[src/rtl/intr_responder.sv]
// intr_responder: interrupt entry (SRR save, MSR mask, redirect, ack) and rfi return.
// Optional ESR at SPR 62 enabled by defining INTR_ESR_EN.
module intr_responder #(
    parameter int EXCEP_W = 4
) (
    input  logic               clk,
    input  logic               rst,
    input  logic [EXCEP_W-1:0] excepCode,
    input  logic [0:31]        intrEntryAddr,
    input  logic [0:31]        PC,
    input  logic [0:31]        MSR,
    input  logic               hold,
    input  logic               rfi,
    input  logic [9:0]         spr_addr,
    input  logic               spr_wr,
    input  logic [0:31]        spr_wd,
`ifdef INTR_ESR_EN
    input  logic [2:0]         progErrCode,
    input  logic               dsiStore,
`endif
    output logic [0:31]        spr_rd,
    output logic               MSR_wr,
    output logic [0:31]        MSR_wd,
    output logic               pc_wr,
    output logic [0:31]        pc_wd,
    output logic               flush,
    output logic               ack,
    output logic [0:31]        SRR0,
    output logic [0:31]        SRR1
);
    typedef enum logic [2:0] {IDLE, SAVE, REDIR, ACK, DROP, RFI} state_t;
    // EE, PR, FP, IS, DS cleared on entry
    localparam logic [0:31] MSR_CLR = 32'h0000_E030;
    state_t      state, next;
    logic [3:0]  code_q;
    logic [0:31] addr_q, pc_q, msr_q, save_pc;
    logic        take;
    assign take = excepCode != '0 && excepCode <= EXCEP_W'(8) && !hold;
    assign save_pc = (code_q == 4'd3 || code_q == 4'd4 || code_q == 4'd6) ? pc_q + 32'd4 : pc_q;
`ifdef INTR_ESR_EN
    logic [0:31] esr;
    always_ff @(posedge clk)
        if (rst) esr <= '0;
        else if (state == SAVE)
            esr <= (code_q == 4'd5) ? {4'b0, progErrCode, 25'b0} :
                   (code_q == 4'd1) ? {8'b0, dsiStore, 23'b0} : '0;
        else if (spr_wr && spr_addr == 10'd62) esr <= spr_wd;
    assign spr_rd = (spr_addr == 10'd26) ? SRR0 : (spr_addr == 10'd27) ? SRR1 :
                    (spr_addr == 10'd62) ? esr : '0;
`else
    assign spr_rd = (spr_addr == 10'd26) ? SRR0 : (spr_addr == 10'd27) ? SRR1 : '0;
`endif
    always_ff @(posedge clk) begin
        if (rst) begin
            state  <= IDLE;
            SRR0   <= '0;
            SRR1   <= '0;
            code_q <= '0;
            addr_q <= '0;
            pc_q   <= '0;
            msr_q  <= '0;
        end else begin
            state <= next;
            if (state == IDLE && take) begin
                code_q <= 4'(excepCode);
                addr_q <= intrEntryAddr;
                pc_q   <= PC;
                msr_q  <= MSR;
            end
            if (state == SAVE) SRR0 <= save_pc;
            else if (spr_wr && spr_addr == 10'd26) SRR0 <= spr_wd;
            if (state == SAVE) SRR1 <= msr_q;
            else if (spr_wr && spr_addr == 10'd27) SRR1 <= spr_wd;
        end
    end
    always_comb begin
        next   = state;
        MSR_wr = 1'b0;
        MSR_wd = '0;
        pc_wr  = 1'b0;
        pc_wd  = '0;
        flush  = 1'b0;
        ack    = 1'b0;
        case (state)
            IDLE:  next = take ? SAVE : (rfi && !hold) ? RFI : IDLE;
            SAVE: begin
                MSR_wr = 1'b1;
                MSR_wd = msr_q & ~MSR_CLR;
                next   = REDIR;
            end
            REDIR: begin
                pc_wr = 1'b1;
                flush = 1'b1;
                pc_wd = addr_q;
                next  = ACK;
            end
            ACK: begin
                ack  = 1'b1;
                next = DROP;
            end
            DROP:  next = (excepCode == '0) ? IDLE : DROP;
            RFI: begin
                pc_wr  = 1'b1;
                flush  = 1'b1;
                pc_wd  = SRR0;
                MSR_wr = 1'b1;
                MSR_wd = SRR1;
                next   = IDLE;
            end
            default: next = IDLE;
        endcase
    end
endmodule
[config.mk]
export PLATFORM = sky130hd
export DESIGN_NAME = intr_responder
export DESIGN_NICKNAME = d
export VERILOG_FILES = /design/src/rtl/intr_responder.sv
export SDC_FILE = /design/constraint.sdc
export NUM_CORES = 1
export LEC_CHECK = 0
export ABC_AREA = 0
export CAP_MARGIN = 20
export CORE_MARGIN = 3
export CORE_UTILIZATION = 45
export DETAILED_ROUTE_END_ITERATION = 12
export PLACE_DENSITY = 0.82
export REMOVE_ABC_BUFFERS = 1
export SETUP_SLACK_MARGIN = 0.5
export SLEW_MARGIN = 20
export SYNTH_ARGS = -nofsm -noshare
export SYNTH_HDL_FRONTEND = slang
export SYNTH_SLANG_ARGS = --single-unit
[constraint.sdc]
create_clock -name clk -period 2.1 [get_ports clk]
set_input_delay 0.21 -clock clk [delete_from_list [all_inputs] [get_ports clk]]
set_output_delay 0.21 -clock clk [all_outputs]
set_load 0.02 [all_outputs]
---- After elaboration in Yosys (flattened, before gate mapping) ----
Cells that the tools add are included.
word-level totals
  register bits after elaboration ......... 167
  input bits .............................. 147
  output and inout bits ................... 164
  logic and storage cells ................. 51
operators by class
  $add $sub $neg .......................... 1
  order comparisons ....................... 1
  eq/ne operators ......................... 10
  mux-type cells .......................... 16
  reduce and logical (&&, ||, !) cells .... 16
operator list
  operator               count
  $mux 32                7
  $pmux 32 s2            2
  $add 32x3->32 const B  1
  $eq 10x5->1 const B    2
  $pmux 3 s5             1
  $mux 3                 3
  $eq 4x3->1 const B     2
  $eq 3x2->1 const B     2
  $eq 3x3->1 const B     2
  $logic_and 1x1->1      6
  $eq 4x2->1 const B     1
  $le 4x4->1 const B     1
  $logic_not 4->1        1
  $reduce_bool 2->1      2
  $reduce_bool 4->1      1
  $reduce_or 2->1        2
  $eq 3x1->1 const B     1
  $logic_not 3->1        1
  $mux 1                 3
  $logic_or 1x1->1       2
  $logic_not 1->1        1

---- Depth between registers and ports, before layout ----
Gate-level depths: netlist of the first run.
  word-level depth ........................ 5
  depth in mapped cells ................... 7
  depth with buffers taken out ............ 6

---- Least setup slack after synthesis of the first run ----
No wires, ideal clock.
  kind .................................... reg2reg
  start ................................... reg pc_q[23] (netlist bit)
  end ..................................... reg SRR0[0] (netlist bit)
  library setup time ...................... 0.074 ns
  arrival ................................. 1.826 ns
  data required time ...................... 2.026 ns
  path slack .............................. 0.200 ns
  cell stages (with the launch flop) ...... 7
  buffers on the path ..................... 1
  period minus slack after synthesis ...... 1.900 ns
  path through ............................ dfxtp_1 > and4_1 > buf_4 > nand4_1 > or4_4 > or3_1 > a31oi_1
on the way
  word-level cells in the longest chain between the ends .. 3
RTL lines
  item                      line  text
  start: declaration        36    logic [0:31] addr_q, pc_q, msr_q, save_pc;
  start signal: assignment  60    pc_q <= '0;
  start signal: assignment  67    pc_q <= PC;
  $add 32x3->32             39    assign save_pc = (code_q == 4'd3 || code_q == 4'd4 || code_q == 4'd6) ? pc_q + 32'd4 : pc_q;
  $mux 32                   39
  $mux 32                   70    if (state == SAVE) SRR0 <= save_pc;
  end signal: assignment    70
  end signal: assignment    71    else if (spr_wr && spr_addr == 10'd26) SRR0 <= spr_wd;
  end: declaration          28    output logic [0:31] SRR0,
No other way between the ends.
A chain may end at the register's enable or synchronous reset.

---- Final worst setup path of the first run ----
  start ................................... reg state[1]
  end ..................................... reg pc_q[22] (netlist bit)
on the way
  word-level cells in the longest chain between the ends .. 2
RTL lines
  item                      line  text
  start: declaration        34    state_t state, next;
  start signal: assignment  63    state <= next;
  $logic_not 3->1           64    if (state == IDLE && take) begin
  $logic_and 1x1->1         64
No other way between the ends.

==> metrics.csv, run 1 <==
metric,value,unit
outcome,finished with violations,
violations,negative setup slack,
avgSynthCellArea,7.85,um2
antenna_found_initial,2,
min_path_type,in2reg,
io_buffers,310,
synthAdderAreaFrac,0.00154,
wl,43.0,mm
hpwl,20.6,mm
setup_viol,1,
drive_gt1_frac,0.342,
highest_layer,met5,
cts_buffers,17,
fillers,823,
wire_per_inst,25.6,um
synthXorXnorAreaFrac,0.0280,
ff2ff_path_depth,10,
wl_met2,20.2,mm
syn_area,8130,um2
skew,0.0147,ns
synth-simple-area-share,0.218,
num_rows,48,
start_util,0.465,
drtIter0Drc,904,
pwr-share-comb,0.296,
ys_ff_latch,167,
drc,0,
tightest_slew,0.708,ns
gp_congestion,0.846,
synth-edff-count,0,
grt-ovfl-total,0,
post-route-period-util,1.03,
slew_headroom,0.528,
hold_path_depth,3,
synth_top_family_by_area,compound AO/OA/AOI/OAI gates,
ys_warn_count,0,
grt_max_degree,71,
m1WireLength,14.9,mm
first_pass_iters,6,
fin_crit,2.16,ns
layout_commonest_cell,nand2_1,
ys_seq_area_frac,0.411,
final_cell_mix,"nand2_1, clkdlybuf4s50_1, dfxtp_1",
hold_violations,0,
nets,1590,
yosys.area.top_type_share,0.411,
muxShareOfSynthArea,0.0740,
insertion_delay,0.45,ns
p_switching,3.41,mW
p_sw_frac,0.331,
clock_sinks,167,
synth_largest_area_cell,dfxtp_1,
cts_tree,yes,
die-area,19700,um2
timing.final.max_slew_violations,0,
ant_nets,0,
synthArstFlopShare,0,
synth-main-ff-cell,dfxtp_1,
grt_pass1_wl,51.7,mm
area.growth.synth_to_final,88.5,%
drv_cap,0,
dieHeight,140,um
grt_pass1_vias,9245,
die_w,140,um
clock_path_buffers,2,
synth-compound-area-share,0.222,
final_util,0.877,
fmax,0.463,GHz
cp.required,2.44,ns
ir_worst_vdd,0.000645,V
path_clk_slew,0.07,ns
layout_setup_ws,-0.0608,ns
leakage,6.07,nW
vias,10600,
io_pins,311,
critical_path_peak_fanout,21,
power.density,671,nW/um2
grt_usage,0.332,
synth_cell_types,48,
via_per_inst,6.29,
internal_power,6.88,mW
synth.area.top_cells,"dfxtp_1, nand2_1, a21oi_1",
setup_tns,-0.0608,ns
synthCells,1036,
endpoint_kind,register,
rsz0062_at_grt,yes,
root_buffer,clkbuf_16,
pwr-share-seq,0.372,
start_kind,register,
htreeDepth,4,
power_frac_clock,0.332,
cp.arrival,2.50,ns
dr_wl_met3,4.89,mm
core,17500,um2
criticalPathCategory,reg2reg,
[cells in the mapped netlist (all sizes together), types with 9 or more instances]
library cell / n
a211oi: 34
a21oi: 120
a22o: 64
a311oi: 10
a31o: 22
buf: 11
clkbuf: 76
dfxtp: 167
mux2i: 59
nand2: 277
nor2: 78
nor3: 9
xnor2: 19
[cell type report]
type | instances | area (um2) | share of cell area
Timing Repair Buffer | 474 | 5510 | 0.360
Multi-Input combinational cell | 775 | 5480 | 0.358
Sequential cell | 167 | 3400 | 0.222
Clock buffer | 18 | 439 | 0.0287
Antenna cell | 1 | 2.50 | 0.000163
Clock inverter | 14 | 184 | 0.0120
Tap cell | 225 | 282 | 0.0184
Inverter | 7 | 26.3 | 0.00171
[stage by stage]
step	power (mW)	instances	hold WS (ns)	area, um2	setup WS (ns)
after floorplan	4.83	949	0.279	7790	-2.70
after global placement	5.99	1543	0.441	11900	-0.391
after detailed placement	6.04	1543	0.446	11900	-0.420
after CTS	9.49	1622	0.236	13500	0.215
after global routing	10.5	1681	0.164	15300	-0.0595
final	10.3	1681	0.163	15300	-0.0608
[worst max-delay path: stages (launching register included)]
cell       delay (ns)
dfxtp_2          0.34
buf_6            0.12
buf_4            0.13
buf_6            0.11
buf_6            0.11
nor3_4           0.21
nor2b_4          0.34
buf_4            0.20
clkbuf_16        0.21
nand2_1          0.08
a21oi_1          0.21
[final timing paths]
check,start,to,slack (ns)
setup / recovery,state[1],pc_q[22],-0.06
hold / removal,excepCode[1],code_q[1],0.16
hold reg to reg,addr_q[17],addr_q[17],0.45
setup reg to reg,state[1],pc_q[22],-0.06
[power groups by stage]
stage,Clock [mW],Combinational (mW),Sequential (mW)
2_1_floorplan,0,0.838,3.99
3_3_place_gp,0,2.16,3.83
3_5_place_dp,0,2.19,3.84
4_1_cts,3.36,2.35,3.79
5_1_grt,3.54,3.14,3.86
6_report,3.42,3.04,3.83
[cell families (layout without fill, tap and decap cells)]
| family | count (synthesis) | count (layout) |
|---|---|---|
| compound gates | 265 | 265 |
| xor+xnor | 26 | 26 |
| fa+ha+maj | 1 | 1 |
| buf+inv | 94 | 513 |
| flops | 167 | 167 |
| mux | 60 | 60 |
| other cells | 0 | 1 |
| simple gates | 423 | 423 |
[routing by layer]
metal  vias up  track usage
met5         -            0
met4         2        0.139
met3       251       0.0720
met2       850        0.573
met1      5020        0.400
li1       4458            -
[state kept, by name, summed over array words and instances, names as in the netlist]
register	count
pc_q	32
msr_q	32
state	3
code_q	4
SRR0	32
addr_q	32
SRR1	32
[timing repair]
item                       in CTS  in global routing
hold buffers                    0                  0
resized for setup             560                285
setup buffers                  32                 36
gates cloned                   15                 22
setup endpoints to repair     320                330
pin swaps                      59                119
Note: power is estimated with default switching activity, not from simulation.
==> run 2, diff against run 1 <==
--- a/config.mk
+++ b/config.mk
@@ -7,10 +7,12 @@
 export LEC_CHECK = 0
 export ABC_AREA = 0
 export CAP_MARGIN = 20
+export CELL_PAD_IN_SITES_DETAIL_PLACEMENT = 0
+export CELL_PAD_IN_SITES_GLOBAL_PLACEMENT = 1
 export CORE_MARGIN = 3
-export CORE_UTILIZATION = 45
+export CORE_UTILIZATION = 28
 export DETAILED_ROUTE_END_ITERATION = 12
-export PLACE_DENSITY = 0.82
+export PLACE_DENSITY_LB_ADDON = 0.1
 export REMOVE_ABC_BUFFERS = 1
 export SETUP_SLACK_MARGIN = 0.5
 export SLEW_MARGIN = 20
==> constraint.sdc (replaced) <==
create_clock -name clk -period 1.94 [get_ports clk]
set_input_delay 0.194 -clock clk [delete_from_list [all_inputs] [get_ports clk]]
set_output_delay 0.194 -clock clk [all_outputs]
set_load 0.02 [all_outputs]
==> run 2 against run 1 <==
- the run still ends with negative setup slack left
- die area up 58%
- setup slack better by 0.049 ns
- final cell count up 12%
- clock-buffer cell count unchanged
- wire length up 0.62%
- utilization down 29 points
- clock power about the same
- final area up 8.2%
- largest power group unchanged
==> metrics.csv, run 2 (synthesis results as in run 1) <==
metric,value,unit,change
outcome,finished with violations,,
violations,negative setup slack,,
layout_commonest_cell,nand2_1,,
drc,0,,unchanged
wire_per_inst,23.0,um,-10%
grt_usage,0.222,,-0.111
dp.cells,1730,,+12%
final_cell_mix,"nand2_1, clkdlybuf4s50_1, dfxtp_1",,
critical_path_peak_fanout,5,,-76%
hold_violations,0,,unchanged
start_kind,register,,
post-route-period-util,1.01,,
nets,1641,,+3.2%
min_to,addr_q[2],,
rsz0062_at_grt,yes,,
timing.final.max_slew_violations,0,,unchanged
grt-ovfl-total,0,,unchanged
critPathBufInv,4,,-2
drtIter0Drc,621,,-31%
insertion_delay,0.44,ns,about the same
pwr-share-comb,0.348,,+0.052
crit_path_cell_trace,nand2b_4 -> nor2_4 -> buf_12 -> buf_12 -> buf_6 -> a22o_1 -> buf_6,,
hold_path_depth,2,,-1
io_buffers,310,,unchanged
drv_cap,0,,unchanged
cp_slowest_cell,dfxtp_2,,
dieHeight,176,um,+26%
critPathMaxStageDelay,0.34,ns,about the same
rr_startpoint,state[1],,
die_w,176,um,+26%
power_frac_clock,0.295,,-0.037
ff2ff_path_depth,10,,unchanged
drive_gt1_frac,0.414,,+0.0714
min_path_type,in2reg,,
ff_latch_area,3380,um2,-0.70%
crit_family,buffers and inverters,,
first_pass_iters,5,,-1
via_per_inst,5.18,,-18%
final_util,0.589,,-0.288
hpwl,24.0,mm,+16%
antenna_found_initial,2,,unchanged
grt_max_degree,65,,-8.5%
pwr-share-seq,0.358,,-0.014
p_switching,3.95,mW,+16%
path_clk_slew,0.07,ns,about the same
vias,9750,,-7.9%
clock_sinks,167,,unchanged
gp_congestion,0.792,,-6.4%
skew,0.0173,ns,+0.00262 ns
cp.arrival,1.76,ns,-0.74 ns
core,28200,um2,+61%
tightest_slew,0.494,ns,-0.214 ns
die-area,31100,um2,+58%
cp.required,1.75,ns,-0.69 ns
r2r_end,SRR0[23],,
diodes,0,,-1
internal_power,7.65,mW,+11%
setup_tns,-0.0243,ns,+0.0364 ns
use_met2,0.365,,-0.208
clock_path_buffers,2,,unchanged
place_ws,-0.510,ns,-0.0894 ns
slew_headroom,0.668,,+0.140
num_rows,61,,+27%
ant_nets,0,,unchanged
io_pins,311,,unchanged
regToRegSetupSlack,0.04,ns,+0.10 ns
ir_worst_vdd,0.000402,V,-38%
leakage,6.27,nW,+3.3%
hp-start,rst,,
cts_buffers,17,,unchanged
htreeDepth,4,,unchanged
layout_setup_ws,-0.0117,ns,+0.0491 ns
endpoint_kind,primary output,,
wl,43.3,mm,+0.62%
grt_pass1_wl,53.2,mm,+2.9%
cts_tree,yes,,
criticalPathCategory,reg2out,,
start_util,0.289,,-0.177
fin_crit,1.95,ns,
use_met3,0.0419,,-0.0301
root_buffer,clkbuf_16,,
fillers,2489,,+200%
gr-max-usage-layer,met2,,
place_area,12400,um2,+3.9%
grtUsageMet1,0.298,,-0.102
setup_viol,3,,+2
grt_pass1_vias,8840,,-4.4%
fin_area,16600,um2,+8.2%
area.growth.synth_to_final,104,%,
power.density,700,nW/um2,+4.2%
final_cells,1884,,+12%
p_sw_frac,0.340,,+0.00913
multi_input_area,5980,um2,+9.0%
fmax,0.512,GHz,
## run 2: cell types whose count changed in the layout (fill, tap and decap cells not counted), moves of 10 or more
cell,delta
nand2_4,-27
nor2_1,-55
dlygate4sd2_1,-16
a211oi_2,+31
buf_12,+10
nor2_4,+45
buf_6,+30
a31o_4,+10
buf_4,+35
a211oi_1,-30
nand2_1,+23
a31o_2,-10
nor2_2,+10
## run 2: final cells by class
class,count,share of cell area
well taps,378,0.0285
clock buffers,18,0.0259
inverters,7,0.00181
clock inverters,14,0.00853
repair buffers,523,0.371
multi-input cells,777,0.360
flip-flops and latches,167,0.204
## run 2: timing repair
item / CTS / global route
hold buffers: 0 / 0
cloned: 8 / 36
setup buffers: 26 / 52
setup endpoints to repair: 329 / 330
resized for setup: 506 / 543
pin swaps: 28 / 157
## run 2: through the flow
| step | total power [mW] | hold WS [ns] |
|---|---|---|
| finish | 11.6 | 0.153 |
| global route | 12.0 | 0.153 |
| CTS | 10.2 | 0.119 |
| detailed placement | 6.71 | 0.446 |
| global placement | 6.70 | 0.442 |
| floorplan | 5.23 | 0.263 |
## run 2: power by group through the flow
stage / combinational (mW) / sequential, mW / clock, mW
final: 4.03 / 4.15 / 3.42
after floorplan: 0.907 / 4.32 / 0
after detailed placement: 2.55 / 4.16 / 0
after CTS: 2.69 / 4.10 / 3.46
after global placement: 2.54 / 4.16 / 0
after global routing: 4.23 / 4.20 / 3.59
## run 2: worst reg2reg max path: cells and delay by family, from the launching register on
kind	cells	cell delay, ns
buf+inv	6	0.83
simple gates	3	0.36
flops	1	0.34
compound gates	1	0.25
## run 2: metal layers
layer	part of all wire	vias to the layer above	wire, um
li1	-	4568	-
met1	0.45	4799	19600
met2	0.47	326	20300
met3	0.058	53	2500
met4	0.020	4	873
met5	0.00079	-	34
## run 2: how the worst max path moves through the flow
stage | start | end | slack (ns) | depth (start not counted)
after floorplan | state[2] | addr_q[0] | -2.86 | 4
after global placement | spr_addr[9] | spr_rd[18] | -0.53 | 8
after detailed placement | spr_addr[7] | spr_rd[29] | -0.51 | 8
after CTS | state[0] | pc_wd[7] | -0.11 | 4
after global routing | state[1] | pc_wd[19] | -0.07 | 7
final | state[1] | pc_wd[19] | -0.01 | 7
==> run 3, diff against run 2 <==
--- a/config.mk
+++ b/config.mk
@@ -15,7 +15,7 @@
 export PLACE_DENSITY_LB_ADDON = 0.1
 export REMOVE_ABC_BUFFERS = 1
 export SETUP_SLACK_MARGIN = 0.5
-export SLEW_MARGIN = 20
+export SLEW_MARGIN = 10
 export SYNTH_ARGS = -nofsm -noshare
 export SYNTH_HDL_FRONTEND = slang
 export SYNTH_SLANG_ARGS = --single-unit
==> results of run 3 <==
Final layout, timing and power as in run 2 (identical DEF).
